<file path="src/rtl/usart_pkg.sv">
// Shared constants for the parametrised USART receive path: parity modes,
// receiver state encoding and frame-length helper.
package usart_pkg;

  localparam int PARITY_NONE = 0;
  localparam int PARITY_ODD  = 1;
  localparam int PARITY_EVEN = 2;

  localparam logic [2:0] ST_IDLE   = 3'd0;
  localparam logic [2:0] ST_START  = 3'd1;
  localparam logic [2:0] ST_DATA   = 3'd2;
  localparam logic [2:0] ST_PARITY = 3'd3;
  localparam logic [2:0] ST_STOP   = 3'd4;
  localparam logic [2:0] ST_BREAK  = 3'd5;

  // Number of bit periods that follow the data bits (optional parity + stops).
  function automatic int frame_tail_bits(input int parity, input int stop_bits);
    return ((parity != PARITY_NONE) ? 1 : 0) + stop_bits;
  endfunction

endpackage

</file>
<file path="src/rtl/usart_rx_sampler.sv">
// Line conditioning for the receiver: synchroniser, falling-edge detect and
// 3-sample majority vote over the synchronised line.
module usart_rx_sampler
  import usart_pkg::*;
#(
  parameter int SYNC_STAGES = 2
) (
  input  logic i_clk,
  input  logic i_rst_n,
  input  logic i_rx,
  output logic o_rx_s,
  output logic o_fall,
  output logic o_maj
);

  logic [SYNC_STAGES-1:0] r_sync;
  logic [1:0]             r_hist;
  logic                   w_rx_s;

  assign w_rx_s = r_sync[SYNC_STAGES-1];

  // Reset to idle-high so a released reset never looks like a start edge.
  always_ff @(posedge i_clk or negedge i_rst_n) begin
    if (!i_rst_n) begin
      r_sync <= '1;
      r_hist <= 2'b11;
    end else begin
      r_sync <= {r_sync[SYNC_STAGES-2:0], i_rx};
      r_hist <= {r_hist[0], w_rx_s};
    end
  end

  assign o_rx_s = w_rx_s;
  assign o_fall = r_hist[0] & ~w_rx_s;
  assign o_maj  = (w_rx_s & r_hist[0]) | (w_rx_s & r_hist[1]) | (r_hist[0] & r_hist[1]);

endmodule

</file>
<file path="src/rtl/usart_rx_param.sv">
// Parametrised USART receiver: frame FSM, data shift register, parity/framing
// status and a single-entry holding register behind a valid/ready handshake.
module usart_rx_param
  import usart_pkg::*;
#(
  parameter int CLKS_PER_BIT = 434,
  parameter int DATA_BITS    = 8,
  parameter int PARITY       = 0,
  parameter int STOP_BITS    = 1,
  parameter int SYNC_STAGES  = 2
) (
  input  logic                 clk,
  input  logic                 reset,
  input  logic                 rx,
  output logic [DATA_BITS-1:0] rx_data,
  output logic                 rx_valid,
  input  logic                 rx_ready,
  output logic                 parity_err,
  output logic                 frame_err,
  output logic                 overrun,
  output logic                 busy
);

  localparam int CW       = $clog2(CLKS_PER_BIT);
  localparam int BW       = $clog2(DATA_BITS + 3);
  localparam int LAST_BIT = DATA_BITS + frame_tail_bits(PARITY, STOP_BITS) - 1;

  localparam logic [CW-1:0] HALF_CNT   = CW'(CLKS_PER_BIT / 2);
  localparam logic [CW-1:0] FULL_CNT   = CW'(CLKS_PER_BIT - 1);
  localparam logic [BW-1:0] DATA_LAST  = BW'(DATA_BITS - 1);
  localparam logic [BW-1:0] FRAME_LAST = BW'(LAST_BIT);

  logic                 w_rx_s;
  logic                 w_fall;
  logic                 w_maj;
  logic                 w_tick;
  logic                 w_ferr_next;
  logic                 w_perr_next;
  logic                 w_accept;

  logic [2:0]           r_state;
  logic [CW-1:0]        r_cnt;
  logic [BW-1:0]        r_bit;
  logic [DATA_BITS-1:0] r_shift;
  logic                 r_par;
  logic                 r_perr;
  logic                 r_ferr;
  logic                 r_done;

  logic [DATA_BITS-1:0] r_hold_data;
  logic                 r_hold_perr;
  logic                 r_hold_ferr;
  logic                 r_valid;
  logic                 r_ovr;

  usart_rx_sampler #(
    .SYNC_STAGES (SYNC_STAGES)
  ) u_sampler (
    .i_clk   (clk),
    .i_rst_n (reset),
    .i_rx    (rx),
    .o_rx_s  (w_rx_s),
    .o_fall  (w_fall),
    .o_maj   (w_maj)
  );

  assign w_tick      = (r_cnt == FULL_CNT);
  assign w_ferr_next = r_ferr | ~w_maj;
  // r_par holds the XOR of the data bits; odd parity wants the total to be 1.
  assign w_perr_next = (PARITY == PARITY_ODD) ? ~(r_par ^ w_maj) : (r_par ^ w_maj);
  assign w_accept    = r_valid & rx_ready;

  always_ff @(posedge clk or negedge reset) begin
    if (!reset) begin
      r_state <= ST_IDLE;
      r_cnt   <= '0;
      r_bit   <= '0;
      r_shift <= '0;
      r_par   <= 1'b0;
      r_perr  <= 1'b0;
      r_ferr  <= 1'b0;
      r_done  <= 1'b0;
    end else begin
      r_done <= 1'b0;
      case (r_state)
        ST_IDLE: begin
          if (w_fall) begin
            r_cnt   <= '0;
            r_bit   <= '0;
            r_par   <= 1'b0;
            r_perr  <= 1'b0;
            r_ferr  <= 1'b0;
            r_state <= ST_START;
          end
        end
        ST_START: begin
          if (r_cnt == HALF_CNT) begin
            r_cnt   <= '0;
            r_state <= w_maj ? ST_IDLE : ST_DATA;
          end else begin
            r_cnt <= r_cnt + 1'b1;
          end
        end
        ST_DATA: begin
          if (w_tick) begin
            r_cnt   <= '0;
            r_bit   <= r_bit + 1'b1;
            r_shift <= {w_maj, r_shift[DATA_BITS-1:1]};
            r_par   <= r_par ^ w_maj;
            if (r_bit == DATA_LAST) begin
              r_state <= (PARITY != PARITY_NONE) ? ST_PARITY : ST_STOP;
            end
          end else begin
            r_cnt <= r_cnt + 1'b1;
          end
        end
        ST_PARITY: begin
          if (w_tick) begin
            r_cnt   <= '0;
            r_bit   <= r_bit + 1'b1;
            r_perr  <= w_perr_next;
            r_state <= ST_STOP;
          end else begin
            r_cnt <= r_cnt + 1'b1;
          end
        end
        ST_STOP: begin
          if (w_tick) begin
            r_cnt  <= '0;
            r_bit  <= r_bit + 1'b1;
            r_ferr <= w_ferr_next;
            // Returning to IDLE mid-stop lets the next start edge be caught
            // without an idle gap; an all-zero framed character is a break.
            if (r_bit == FRAME_LAST) begin
              r_done  <= 1'b1;
              r_state <= (w_ferr_next && (r_shift == '0)) ? ST_BREAK : ST_IDLE;
            end
          end else begin
            r_cnt <= r_cnt + 1'b1;
          end
        end
        ST_BREAK: begin
          if (w_rx_s) begin
            r_state <= ST_IDLE;
          end
        end
        default: begin
          r_state <= ST_IDLE;
        end
      endcase
    end
  end

  // Holding register: a completion that finds the slot full and not being
  // drained is dropped and flagged as overrun.
  always_ff @(posedge clk or negedge reset) begin
    if (!reset) begin
      r_hold_data <= '0;
      r_hold_perr <= 1'b0;
      r_hold_ferr <= 1'b0;
      r_valid     <= 1'b0;
      r_ovr       <= 1'b0;
    end else begin
      r_ovr <= 1'b0;
      if (w_accept) begin
        r_valid <= 1'b0;
      end
      if (r_done) begin
        if (!r_valid || w_accept) begin
          r_hold_data <= r_shift;
          r_hold_perr <= r_perr;
          r_hold_ferr <= r_ferr;
          r_valid     <= 1'b1;
        end else begin
          r_ovr <= 1'b1;
        end
      end
    end
  end

  assign rx_data    = r_hold_data;
  assign rx_valid   = r_valid;
  assign parity_err = r_hold_perr;
  assign frame_err  = r_hold_ferr;
  assign overrun    = r_ovr;
  assign busy       = (r_state != ST_IDLE);

endmodule

</file>
<file path="config.mk">
export PLATFORM = sky130hd
export DESIGN_NAME = usart_rx_param
export DESIGN_NICKNAME = d
export VERILOG_FILES = /design/src/rtl/usart_pkg.sv /design/src/rtl/usart_rx_sampler.sv /design/src/rtl/usart_rx_param.sv
export SDC_FILE = /design/constraint.sdc
export NUM_CORES = 1
export LEC_CHECK = 0
export CAP_MARGIN = 20
export CORE_UTILIZATION = 52
export DETAILED_ROUTE_END_ITERATION = 7
export PLACE_DENSITY = 0.71
export SLEW_MARGIN = 10
export SYNTH_ARGS = -nofsm -noshare
export SYNTH_HDL_FRONTEND = slang
export SYNTH_HIERARCHICAL = 1
export SYNTH_SLANG_ARGS = --single-unit
</file>
<file path="constraint.sdc">
create_clock -name clk -period 2.05 [get_ports clk]
set_clock_uncertainty 0.1 [all_clocks]
set_input_delay 0.205 -clock clk [delete_from_list [all_inputs] [get_ports clk]]
set_output_delay 0.205 -clock clk [all_outputs]
set_load 0.01 [all_outputs]
</file>
# ---- Word-level counts from Yosys, hierarchy flattened
# Index checks and enable logic that the tools add are counted.
dict set report classes {
  addsub 2
  n_eq_ne 18
  mux 32
  bitwise_logic 11
  reduce_logical 20
}
# operator n
set op_table {}
lappend op_table {{$mux 3} 9}
lappend op_table {{$mux 9} 3}
lappend op_table {{$pmux 9 s3} 1}
lappend op_table {{$pmux 3 s6} 1}
lappend op_table {{$ne 2x2->1 const B} 6}
lappend op_table {{$reduce_and 3->1} 4}
lappend op_table {{$mux 1} 11}
lappend op_table {{$add 9x1->9 const B} 1}
lappend op_table {{$eq 9x8->1 const B} 1}
lappend op_table {{$eq 9x9->1 const B} 1}
lappend op_table {{$logic_not 8->1} 1}
lappend op_table {{$mux 4} 2}
lappend op_table {{$pmux 4 s2} 1}
lappend op_table {{$reduce_and 8->1} 1}
lappend op_table {{$reduce_bool 2->1} 4}
lappend op_table {{$eq 3x2->1 const B} 2}
lappend op_table {{$eq 3x3->1 const B} 2}
lappend op_table {{$ne 2x1->1 const B} 3}
lappend op_table {{$pmux 1 s2} 3}
lappend op_table {{$reduce_and 2->1} 3}
lappend op_table {{$reduce_bool 3->1} 2}
lappend op_table {{$and 1x1->1} 5}
lappend op_table {{$add 4x1->4 const B} 1}
lappend op_table {{$eq 4x3->1 const B} 1}
lappend op_table {{other kinds (11)} 14}
dict set report totals {
  reg_bits 44
  out_inout_bits 13
}

# ---- Logic depth before layout (Yosys ltp)
# Gate-level depths: netlist of the first run.
dict set report depth {
  word_depth 10
  depth_mapped 9
  ltp_nobuf 7
}

# ---- Cells and area by module
# Netlist of the first run, hierarchy kept.
# module n_inst cells_each area_each_um2 seq_area_each_um2
set by_module_without_submodules {}
lappend by_module_without_submodules {usart_rx_param 1 184 2035.7 1001.0}
lappend by_module_without_submodules {usart_rx_sampler 1 6 122.6 105.1}

# ---- Worst setup path after synthesis of the first run
# Ideal clock, no wire load.
dict set report synth_path {
  path_kind {flip-flop to flip-flop}
  startpoint {reg r_cnt[1]}
  endpoint {reg r_shift[0]}
  setup_ns 0.125
  arrival_ns 1.785
  path_slack_ns 0.040
  stages_incl_launch_ff 9
  period_less_slack_ns 2.010
  path_cell_list {dfrtp_1 > inv_1 > ha_1 > nand4b_1 > nand2b_1 > buf_6 > or3_4 > buf_6 > mux2_4}
}
dict set report synth_via {
  elab_chain_cells 2
}
# item line
set synth_lines {}
lappend synth_lines {{from (decl)} usart_rx_param.sv:42} ;# logic [CW-1:0] r_cnt;
lappend synth_lines {{from (signal assigned)} usart_rx_param.sv:101} ;# r_cnt <= r_cnt + 1'b1;
lappend synth_lines {{from (signal assigned)} usart_rx_param.sv:114} ;# r_cnt <= r_cnt + 1'b1;
lappend synth_lines {{from (signal assigned)} usart_rx_param.sv:124} ;# r_cnt <= r_cnt + 1'b1;
lappend synth_lines {{$eq 9x9->1} usart_rx_param.sv:67} ;# assign w_tick = (r_cnt == FULL_CNT);
lappend synth_lines {{$reduce_and 2->1 (no source line)} n/a}
lappend synth_lines {{to (signal assigned)} usart_rx_param.sv:108} ;# r_shift <= {w_maj, r_shift[DATA_BITS-1:1]};
lappend synth_lines {{to (decl)} usart_rx_param.sv:44} ;# logic [DATA_BITS-1:0] r_shift;
# Every way passes these cells.
# A chain may end at the register's enable or synchronous reset.

# ---- Final worst setup path of the first run
dict set report layout_path {
  startpoint {reg r_state[0]}
  endpoint {reg r_state[1]}
}
dict set report layout_via {
  elab_chain_cells 3
}
# item line
set layout_lines {}
lappend layout_lines {{from (decl)} usart_rx_param.sv:41} ;# logic [2:0] r_state;
lappend layout_lines {{from (signal assigned)} usart_rx_param.sv:99} ;# r_state <= w_maj ? ST_IDLE : ST_DATA;
lappend layout_lines {{from (signal assigned)} usart_rx_param.sv:111} ;# r_state <= (PARITY != PARITY_NONE) ? ST_PARITY : ST_STOP;
lappend layout_lines {{from (signal assigned)} usart_rx_param.sv:136} ;# r_state <= (w_ferr_next && (r_shift == '0)) ? ST_BREAK : ST_IDLE;
lappend layout_lines {{$eq 3x3->1 (tied with other cells)} usart_rx_param.sv:85} ;# case (r_state)
lappend layout_lines {{$ne 2x1->1 (no source line) or $ne 2x2->1 (tied branches)} n/a}
lappend layout_lines {{$reduce_and 8->1 (no source line)} n/a}
# Several ways; a longest one is shown, not always the timed one.

==> summary.txt, run 1 <==
Outcome
  • Status: finished clean

Critical path
  • Startpoint types: flip-flop
  • WP data arrival: 2.10 ns
  • CP Data Required Time: 2.13 ns
  • R2r endpoint: r_state[1]
  • Setup CP Type: flip-flop to flip-flop
  • Worst-path fanout max: 10
  • Reg2Reg Setup Slack: 0.03 ns
  • Worst r2r path cells: 5
  • Launching point of the worst reg2reg path: r_state[0]
  • CP endpoint kind: flip-flop

Timing
  • Final slew viol count: 0
  • Maximum clock rate: 495 MHz
  • Fin crit share: 0.985
  • Worst-margin pin slew: 0.563 ns
  • Fin. Hold Viols: 0
  • Setup_tns: 0 ns
  • Tmin final: 2.02 ns
  • RSZ-0062 raised after global routing: yes
  • Max_slew headroom: 0.625
  • Final hold slack: 0.239 ns
  • Final setup viols: 0

Synthesis
  • Post-synth ARST share: 1.00
  • Yosys cell types: 46
  • Mean post-synth cell area: 11.4 µm²
  • Yosys warnings: 6
  • Synth Register Bits: 44
  • Synthesized instance count: 190
  • Main synth FF type: dfrtp_1
  • Post-synth EDFFs: 0
  • Seq/Total Area, Yosys: 0.512
  • Net Count, Synth: 198
  • Synthesized cell area: 2160 µm²

Place
  • PortBufs: 16
  • Detailed Place HPWL: 3140 µm
  • DP Area: 2500 µm²
  • Routability cong.: 0.932

Finish
  • Fraction of layout cells with a size suffix above 1: 0.333
  • Nets@finish: 244
  • Post-Layout Inst Area: 2770 µm²
  • Fin util: 0.691
  • Area grow syn2layout: 28.1%
  • N_diodes: 0

Route
  • Drt total wl: 4500 µm
  • Total vias in the final route: 1601
  • DR DRC count: 0
  • Drt first pass iters: 4
  • Post-route ant nets: 0
  • Initial DRC count: 62
  • DR vias/cell: 5.58
  • WL/cell: 15.7 µm

Power and ir drop
  • Pleak: 1.34 nW
  • Pwr Density: 1070 nW/µm²
  • Power Total: 0.00296 W
  • VDD IR max: 0.000831 V

Hold path
  • Min-Delay Path Depth: 1
  • Hold EP: u_sampler/r_sync[0]
  • Hold crit path type: primary input to flip-flop
  • Worst Hold Launch: rx

Die
  • Core area: 4000 µm²
  • Die Height: 66.4 µm
  • Die ar.: 4410 µm²
  • # IOs: 17
  • # rows: 23
  • Initial Utilization: 0.540
  • Die width: 66.4 µm

Global route
  • Total GRT Usage: 0.219
  • Grt ovf: 0
  • First-pass GRT wire length: 7050 µm
  • Initial antenna violation count: 0
  • Vias in the first global route: 1557
  • Largest net degree at the start of global routing: 25

Clock tree
  • Clock Path Buffers: 2
  • CTS root buf: clkbuf_8
  • CTS HTree Levels: 2
  • Clock transition at the registers of the reported paths: 0.09 ns
  • Clock sinks: 44
  • Worst skew pair latency: 0.29 ns
  • Clock tree from TritonCTS: done
  • CTS Buf Count: 5

Run
  • MaxCap Viol Count: 0
==> report_power, final <==
group	internal [W]	leakage [nW]	switching, W
Sequential	0.000965	0.586	0.000105
Clock	0.000487	0.0654	0.000285
Combinational	0.000588	0.691	0.000530
==> logic make-up after synthesis <==
| group | after synthesis | share of synthesized area |
|---|---|---|
| AND/OR/NAND/NOR | 74 | 0.202 |
| buffers and inverters | 11 | 0.0313 |
| multiplexers | 20 | 0.118 |
| XOR/XNOR | 3 | 0.0122 |
| flip-flops | 44 | 0.512 |
| AO/OA/AOI/OAI | 33 | 0.0951 |
| adder cells (fa/ha/maj) | 5 | 0.0284 |
==> stage by stage <==
| stage | instances | worst slack, ns |
|---|---|---|
| 2_1_floorplan | 190 | 0.0403 |
| 3_3_place_gp | 272 | -0.0345 |
| 3_5_place_dp | 272 | -0.120 |
| 4_1_cts | 282 | -0.0116 |
| 5_1_grt | 287 | 0.00220 |
| 6_report | 287 | 0.0313 |
==> how the worst max path moves through the flow <==
| stage | from | to | slack [ns] | cells after the start |
|---|---|---|---|---|
| after floorplan | r_cnt[1] | r_shift[0] | 0.04 | 8 |
| after global routing | r_state[0] | r_state[1] | 0.002 | 5 |
| after detailed placement | r_cnt[1] | r_cnt[3] | -0.12 | 7 |
| after CTS | r_cnt[8] | r_state[1] | -0.01 | 5 |
| final | r_state[0] | r_state[1] | 0.03 | 5 |
| after global placement | u_sampler/r_hist[0] | r_state[0] | -0.03 | 5 |
==> what timing repair did <==
item / 4_1_cts / 5_1_grt
buffers inserted: 1 / 4
pin swaps: 3 / 3
endpoints found under the hold margin: 23 / 0
setup endpoints to repair: 7 / 16
hold buffers: 1 / 0
gates cloned: 0 / 1
resized for setup: 9 / 8
==> layout by cell type, fill, tap and decap left out, drive strengths merged, types with 2 or more instances in the layout <==
master,n
nor4,2
xor2,2
a21o,4
o22ai,2
nand2,14
nor2,13
inv,5
a21oi,8
nor3,6
or3b,2
dfstp,4
and3,3
nand2b,7
o31ai,3
mux2,20
nor2b,4
ha,4
or3,3
o21ai,10
nor3b,5
buf,28
dfrtp,40
and4bb,2
a211o,2
nand3,8
clkdlybuf4s50,15
clkbuf,6
bufinv,2
==> cells in the mapped netlist (2+ instances only) <==
cell / instances / share of area
ha_1: 4 / 0.023
and3_1: 2 / 0.0058
xor2_1: 2 / 0.0081
a21oi_1: 8 / 0.019
o21ai_0: 10 / 0.023
nor3b_1: 4 / 0.014
o31ai_1: 3 / 0.010
buf_2: 3 / 0.0070
nand2b_1: 7 / 0.020
dfstp_2: 4 / 0.049
inv_1: 5 / 0.0087
o22ai_1: 2 / 0.0058
a21o_1: 4 / 0.014
buf_6: 3 / 0.016
mux2_4: 8 / 0.056
nor3_1: 5 / 0.012
nand2_1: 14 / 0.024
dfrtp_1: 40 / 0.46
nor4_1: 2 / 0.0058
nor2b_1: 4 / 0.012
mux2_2: 12 / 0.063
nor2_1: 13 / 0.023
nand3_1: 8 / 0.019
==> critical path, cell delays in order, from the launching register on <==
cell,delay (ns)
dfrtp_2,0.48
or3b_4,0.28
nor2_4,0.04
or3_4,0.33
nor4b_4,0.33
mux2_4,0.33
==> routing by layer <==
layer  vias up  global-route usage  share of wire
met4         0              0.0824         0.0071
met3         4              0.0517          0.026
met5         -                   0              0
li1        769                   -              -
met1       801               0.272           0.46
met2        27               0.367           0.50
==> layout make-up <==
type	instances	area (µm²)
fill	278	1230
inverter	5	18.8
clock buffer	6	72.6
timing repair buffer	44	380
sequential	44	1110
multi-input combinational	136	1060
clock inverter	2	60.1
tap	50	62.6
==> state kept, by name, summed over array words and instances (netlist names), 2 cells and up <==
name	count
r_bit	4
r_cnt	9
r_shift	8
r_state	3
rx_data	8
u_sampler/r_hist	2
u_sampler/r_sync	2
No activity file was read; power rests on OpenSTA's default activity.
==> run 2, diff against run 1 <==
Settings changed: CORE_MARGIN set to 5, PLACE_DENSITY 0.71 to 0.83.
==> run 2 against run 1 <==
  * Wire length is 4.5% lower
  * Clock-buffer cell count is 1 lower
  * First-iteration DRC count is 90% higher
  * Highest routed layer unchanged
  * Clock power is 11% lower
  * Sequential cell count stayed put
  * Critical path depth stayed put
  * Critical path type unchanged
==> summary.txt, run 2 (synthesized netlist as in run 1, its figures left out) <==
Critical path
  • WP data arrival: 2.09 ns (about the same)
  • Reg2Reg Setup Slack: 0.05 ns (about the same)
  • Worst-path cell chain: buf_4 > and4bb_1 > nand2b_4 > or3_4 > mux2_4
  • CP Data Required Time: 2.14 ns (about the same)
  • Setup CP Type: flip-flop to flip-flop
  • Worst-path fanout max: 9 (-1)
  • Largest stage delay, worst path: 0.47 ns (about the same)
  • CP endpoint kind: flip-flop
  • Crit-path leading delay family: simple AND/OR/NAND/NOR gates
  • Slowest-stage cell, CP: or3_4
  • Startpoint types: flip-flop
  • WP buf/inv: 1 (+1)

Clock tree
  • Worst skew pair latency: 0.31 ns (+0.02 ns)
  • Clock transition at the registers of the reported paths: 0.08 ns (about the same)
  • CTS Buf Count: 5 (unchanged)
  • Clock Path Buffers: 2 (unchanged)
  • CTS HTree Levels: 2 (unchanged)
  • CTS root buf: clkbuf_8
  • Clock sinks: 44 (unchanged)
  • Clock tree from TritonCTS: done

Die
  • Core area: 4000 µm² (unchanged)
  • Die Height: 74.4 µm (+12%)
  • Die ar.: 5540 µm² (+26%)
  • Initial Utilization: 0.540 (unchanged)
  • # IOs: 17 (unchanged)
  • Die width: 74.4 µm (+12%)
  • # rows: 23 (unchanged)

Global route
  • Total GRT Usage: 0.173 (-0.0457)
  • Largest net degree at the start of global routing: 45 (+80%)
  • Initial antenna violation count: 0 (unchanged)
  • Grt ovf: 0 (unchanged)
  • First-pass GRT wire length: 7330 µm (+4.0%)
  • Vias in the first global route: 1619 (+4.0%)

Power and ir drop
  • P_sw: 0.000913 W (-0.82%)
  • Pwr Density: 1030 nW/µm² (-3.6%)
  • Internal: 0.00183 W (-10%)
  • Flop pwr share: 0.384 (+0.022)
  • Clock share of power: 0.250 (-0.011)
  • Pleak: 1.28 nW (-4.3%)
  • Sw frac: 0.333 (+0.0217)
  • VDD IR max: 0.000673 V (-19%)
  • Combinational power share: 0.365 (-0.013)

Finish
  • N_diodes: 0 (unchanged)
  • Fraction of layout cells with a size suffix above 1: 0.306 (-0.0277)
  • Top reg by flops: r_cnt
  • Most frequent cells in the layout: dfrtp_1 (38), buf_4 (20), clkdlybuf4s50_1 (15), nand2_1 (14), nor2_1 (13)
  • Fill count: 317 (+14%)
  • Area used by multi-input combinational logic: 1040 µm² (-2.4%)
  • FF+latch area: 1110 µm² (unchanged)
  • Max reg flops: 9 (unchanged)
  • Fin util: 0.664 (-0.0269)
  • Area grow syn2layout: 23.1%
  • Commonest non-fill, non-tap cell in the layout: dfrtp_1
  • Nets@finish: 236 (-3.3%)

Place
  • PortBufs: 16 (unchanged)
  • Detailed Place HPWL: 3010 µm (-4.1%)
  • Pre-CTS setup slack: -0.0827 ns (+0.0370 ns)
  • Routability cong.: 0.847 (-9.1%)

Timing
  • Final Worst Setup Slack: 0.0456 ns (+0.0143 ns)
  • Fin. Hold Viols: 0 (unchanged)
  • Tmin final: 2.00 ns (-0.0143 ns)
  • Worst-margin pin slew: 0.537 ns (-0.0265 ns)
  • RSZ-0062 raised after global routing: yes
  • Max_slew headroom: 0.642 (+0.0177)
  • Final setup viols: 0 (unchanged)
  • Fin crit share: 0.978 (-0.00698)
  • Maximum clock rate: 499 MHz (+0.71%)
  • Final slew viol count: 0 (unchanged)
  • Final hold slack: 0.205 ns (-0.0336 ns)

Route
  • DR DRC count: 0 (unchanged)
  • Drt first pass iters: 4 (unchanged)
  • Total vias in the final route: 1561 (-2.5%)
  • Post-route ant nets: 0 (unchanged)
  • WL/cell: 15.4 µm (-1.8%)
  • Initial DRC count: 118 (+90%)
  • DR vias/cell: 5.59 (+0.30%)
  • Drt total wl: 4290 µm (-4.5%)

Run
  • MaxCap Viol Count: 0 (unchanged)

Outcome
  • Status: finished clean

Hold path
  • Hold crit path type: primary input to flip-flop
run 2: timing repair:
action / 4_1_cts / 5_1_grt
setup endpoints to repair: 4 / 11
buffers inserted: 3 / 0
hold buffers: 1 / 0
endpoints found under the hold margin: 40 / 0
pin swaps: 1 / 1
gates resized for setup: 6 / 6
run 2: final cells by class:
cell class                      instances  share of cell area
Sequential cell                        44               0.417
Inverter                                5             0.00706
Timing Repair Buffer                   37               0.119
Multi-Input combinational cell        135               0.390
Tap cell                               50              0.0235
Clock buffer                            5              0.0259
Clock inverter                          3              0.0174
run 2: metal layers:
metal | GRT usage | part of all wire | vias to the layer above
met4 | 0.0593 | 0.016 | 0
met2 | 0.295 | 0.49 | 23
met1 | 0.214 | 0.46 | 782
li1 | - | - | 750
met5 | 0 | 0 | -
met3 | 0.0446 | 0.033 | 6
run 2: through the flow:
step | setup TNS [ns] | instance area [µm²] | cells | power, W
5_1_grt | -0.0354 | 2660 | 279 | 0.00290
3_3_place_gp | 0 | 2450 | 267 | 0.00193
2_1_floorplan | 0 | 2160 | 190 | 0.00163
3_5_place_dp | -0.192 | 2450 | 267 | 0.00198
6_report | 0 | 2660 | 279 | 0.00274
4_1_cts | -0.0137 | 2630 | 279 | 0.00272
run 2: power groups by stage:
stage               Sequential (W)  Clock, W  Combinational (W)
floorplan                  0.00105         0           0.000580
global placement           0.00106         0           0.000875
detailed placement         0.00106         0           0.000917
CTS                        0.00105  0.000700           0.000970
global route               0.00106  0.000735            0.00111
finish                     0.00105  0.000687            0.00100
run 2: final timing paths:
check	from	to	depth (start not counted)
setup / recovery	r_cnt[6]	r_shift[7]	5
hold / removal	rx	u_sampler/r_sync[0]	1
setup reg to reg	r_cnt[6]	r_shift[7]	5
hold reg to reg	u_sampler/r_sync[0]	u_sampler/r_sync[1]	0
max in group asynchronous	reset	r_state[2]	3
min in group asynchronous	reset	rx_data[5]	3
run 2: worst reg2reg max path: stages (launching register included):
cell,delay (ns)
dfrtp_1,0.39
buf_4,0.14
and4bb_1,0.40
nand2b_4,0.08
or3_4,0.47
mux2_4,0.32
==> run 3, diff against run 2 <==
Settings changed: CORE_UTILIZATION 52 to 62, PLACE_DENSITY 0.83 to 0.92.
Clock period 2.05 ns to 2.42 ns, I/O delays scaled along.
==> run 3 against run 2 <==
  * Clock-buffer cell count increased by 2
  * Global-route usage grew 2.2 points
  * Critical path depth is the same
  * Via count down 1.3%
  * First-iteration DRC count down 40%
  * Clock power is 27% lower
  * Non-clock buffer count decreased by 18
  * Sequential power fell by 10%
  * Combinational power decreased by 41%
  * Setup slack better by 0.16 ns
  * Fmax decreased by 9.4%
  * Power is 26% lower
  * Critical endpoint is now r_state[1]
  * Largest cell class unchanged
==> summary.txt, run 3 (synthesized netlist as in run 1, its figures left out) <==
Outcome
  • Status: finished clean

Power and ir drop
  • Pleak: 1.16 nW (-9.3%)
  • Flop pwr share: 0.463 (+0.079)
  • P_sw: 0.000680 W (-26%)
  • Sw frac: 0.334 (+0.00188)
  • VDD IR max: 0.000630 V (-6.5%)
  • Combinational power share: 0.292 (-0.073)
  • Internal: 0.00135 W (-26%)
  • Clock share of power: 0.245 (-0.005)
  • Pwr Density: 832 nW/µm² (-19%)

Critical path
  • R2r endpoint: r_state[1]
  • Startpoint types: flip-flop
  • Reg2Reg Setup Slack: 0.21 ns (+0.16 ns)
  • WP data arrival: 2.36 ns (+0.27 ns)
  • Setup CP Type: flip-flop to flip-flop
  • CP endpoint kind: flip-flop
  • Launching point of the worst reg2reg path: r_state[0]
  • CP Data Required Time: 2.57 ns (+0.43 ns)
  • Worst r2r path cells: 5 (unchanged)
  • Worst-path fanout max: 14 (+5)

Finish
  • Nets@finish: 218 (-7.6%)
  • Commonest non-fill, non-tap cell in the layout: dfrtp_1
  • Area grow syn2layout: 13.2%
  • Fill count: 253 (-20%)
  • N_diodes: 0 (unchanged)
  • Max reg flops: 9 (unchanged)
  • Fin util: 0.726 (+0.0618)
  • Top reg by flops: r_cnt
  • Most frequent cells in the layout: dfrtp_1 (40), clkdlybuf4s50_1 (15), nand2_1 (14), nor2_1 (13), mux2_2 (12)
  • Fraction of layout cells with a size suffix above 1: 0.213 (-0.0924)

Clock tree
  • Clock Path Buffers: 2 (unchanged)
  • CTS root buf: clkbuf_4
  • Setup bufs post-CTS: 0 (-3)
  • Clock sinks: 44 (unchanged)
  • CTS HTree Levels: 2 (unchanged)
  • CTS Buf Count: 5 (unchanged)
  • Worst skew pair latency: 0.35 ns (+0.04 ns)
  • Clock transition at the registers of the reported paths: 0.12 ns (+0.04 ns)
  • Clock tree from TritonCTS: done

Hold path
  • Min-Delay Path Depth: 1 (unchanged)
  • Hold crit path type: primary input to flip-flop
  • Hold EP: u_sampler/r_sync[0]
  • Worst Hold Launch: rx

Die
  • Initial Utilization: 0.642 (+0.102)
  • # rows: 21 (-8.7%)
  • Core area: 3360 µm² (-16%)
  • Die width: 69 µm (-7.3%)
  • # IOs: 17 (unchanged)
  • Die ar.: 4760 µm² (-14%)
  • Die Height: 69 µm (-7.3%)

Global route
  • Vias in the first global route: 1681 (+3.8%)
  • Total GRT Usage: 0.195 (+0.0219)
  • Largest net degree at the start of global routing: 45 (unchanged)
  • First-pass GRT wire length: 7500 µm (+2.3%)
  • Grt ovf: 0 (unchanged)
  • Initial antenna violation count: 0 (unchanged)

Route
  • Initial DRC count: 71 (-40%)
  • Top layer in use: met4
  • DR vias/cell: 5.99 (+7.1%)
  • Drt first pass iters: 4 (unchanged)
  • WL/cell: 16.4 µm (+6.5%)
  • Total vias in the final route: 1540 (-1.3%)
  • Post-route ant nets: 0 (unchanged)
  • Metal-1 WL: 1680 µm (-14%)
  • DR DRC count: 0 (unchanged)
  • Routed wl met2: 2230 µm (+5.3%)
  • Met3 routed WL: 163 µm (+16%)
  • Drt total wl: 4210 µm (-1.9%)

Timing
  • Worst-margin pin slew: 0.948 ns (+0.411 ns)
  • Maximum clock rate: 452 MHz (-9.4%)
  • Max_slew headroom: 0.368 (-0.274)
  • RSZ-0062 raised after global routing: no
  • Fin. Hold Viols: 0 (unchanged)
  • Setup_tns: 0 ns (unchanged)
  • Final slew viol count: 0 (unchanged)
  • Final setup viols: 0 (unchanged)
  • Fin crit share: 0.914 (-0.0638)
  • Tmin final: 2.21 ns (+0.207 ns)

Place
  • PortBufs: 16 (unchanged)
  • Detailed Place HPWL: 3100 µm (+2.9%)
  • Routability cong.: 0.960 (+13%)

Run
  • MaxCap Viol Count: 0 (unchanged)
## run 3: cell types whose count changed in the layout (fill, tap and decap cells not counted), sizes merged
cell	change
clkinvlp	-1
buf	-18
inv	-1
clkbuf	+2
## run 3: area by class of cell
class	count	area [µm²]	area share
clock buffers	7	65.1	0.0266
clock inverters	1	30.0	0.0123
inverters	5	18.8	0.00768
multi-input cells	135	985	0.403
flip-flops and latches	44	1110	0.453
well taps	46	57.6	0.0236
repair buffers	19	180	0.0738
## run 3: metal layers
layer | vias up | GRT usage
met4 | 0 | 0.106
li1 | 721 | -
met1 | 757 | 0.201
met3 | 18 | 0.0640
met5 | - | 0
met2 | 44 | 0.345
## run 3: timing repair
action                     in CTS  in global routing
resized for setup               0                  0
hold buffers                    1                  0
setup endpoints to repair       0                  0
hold endpoints to repair       40                  0
## run 3: worst max-delay path by stage
stage | start | depth (start not counted) | to
finish | r_state[0] | 5 | r_state[1]
global route | r_state[2] | 7 | r_cnt[3]
CTS | r_state[0] | 5 | r_state[0]
floorplan | r_cnt[1] | 8 | r_shift[0]
global placement | u_sampler/r_hist[0] | 5 | r_state[1]
detailed placement | r_state[0] | 5 | r_state[1]
## run 3: power by group through the flow
stage	logic [W]	clock network [W]	registers (W)
after global routing	0.000662	0.000542	0.000956
after global placement	0.000539	0	0.000932
after detailed placement	0.000588	0	0.000947
after floorplan	0.000492	0	0.000888
after CTS	0.000592	0.000510	0.000934
final	0.000593	0.000499	0.000941
## run 3: metrics by stage
stage	std cells	area (µm²)	setup WS, ns	hold WS, ns	power, W
2_1_floorplan	190	2160	0.410	-0.154	0.00138
3_3_place_gp	248	2340	0.377	0.249	0.00147
3_5_place_dp	248	2340	0.238	0.251	0.00154
4_1_cts	257	2440	0.216	0.175	0.00204
5_1_grt	257	2440	0.00491	0.168	0.00216
6_report	257	2440	0.208	0.186	0.00203
## run 3: critical path, stage by stage, from the launching register on
cell and delay, ns:
dfrtp_1 0.61, or2_2 0.24, nor3_1 0.07, or3_1 0.39, nor4b_2 0.32, mux2_2 0.38
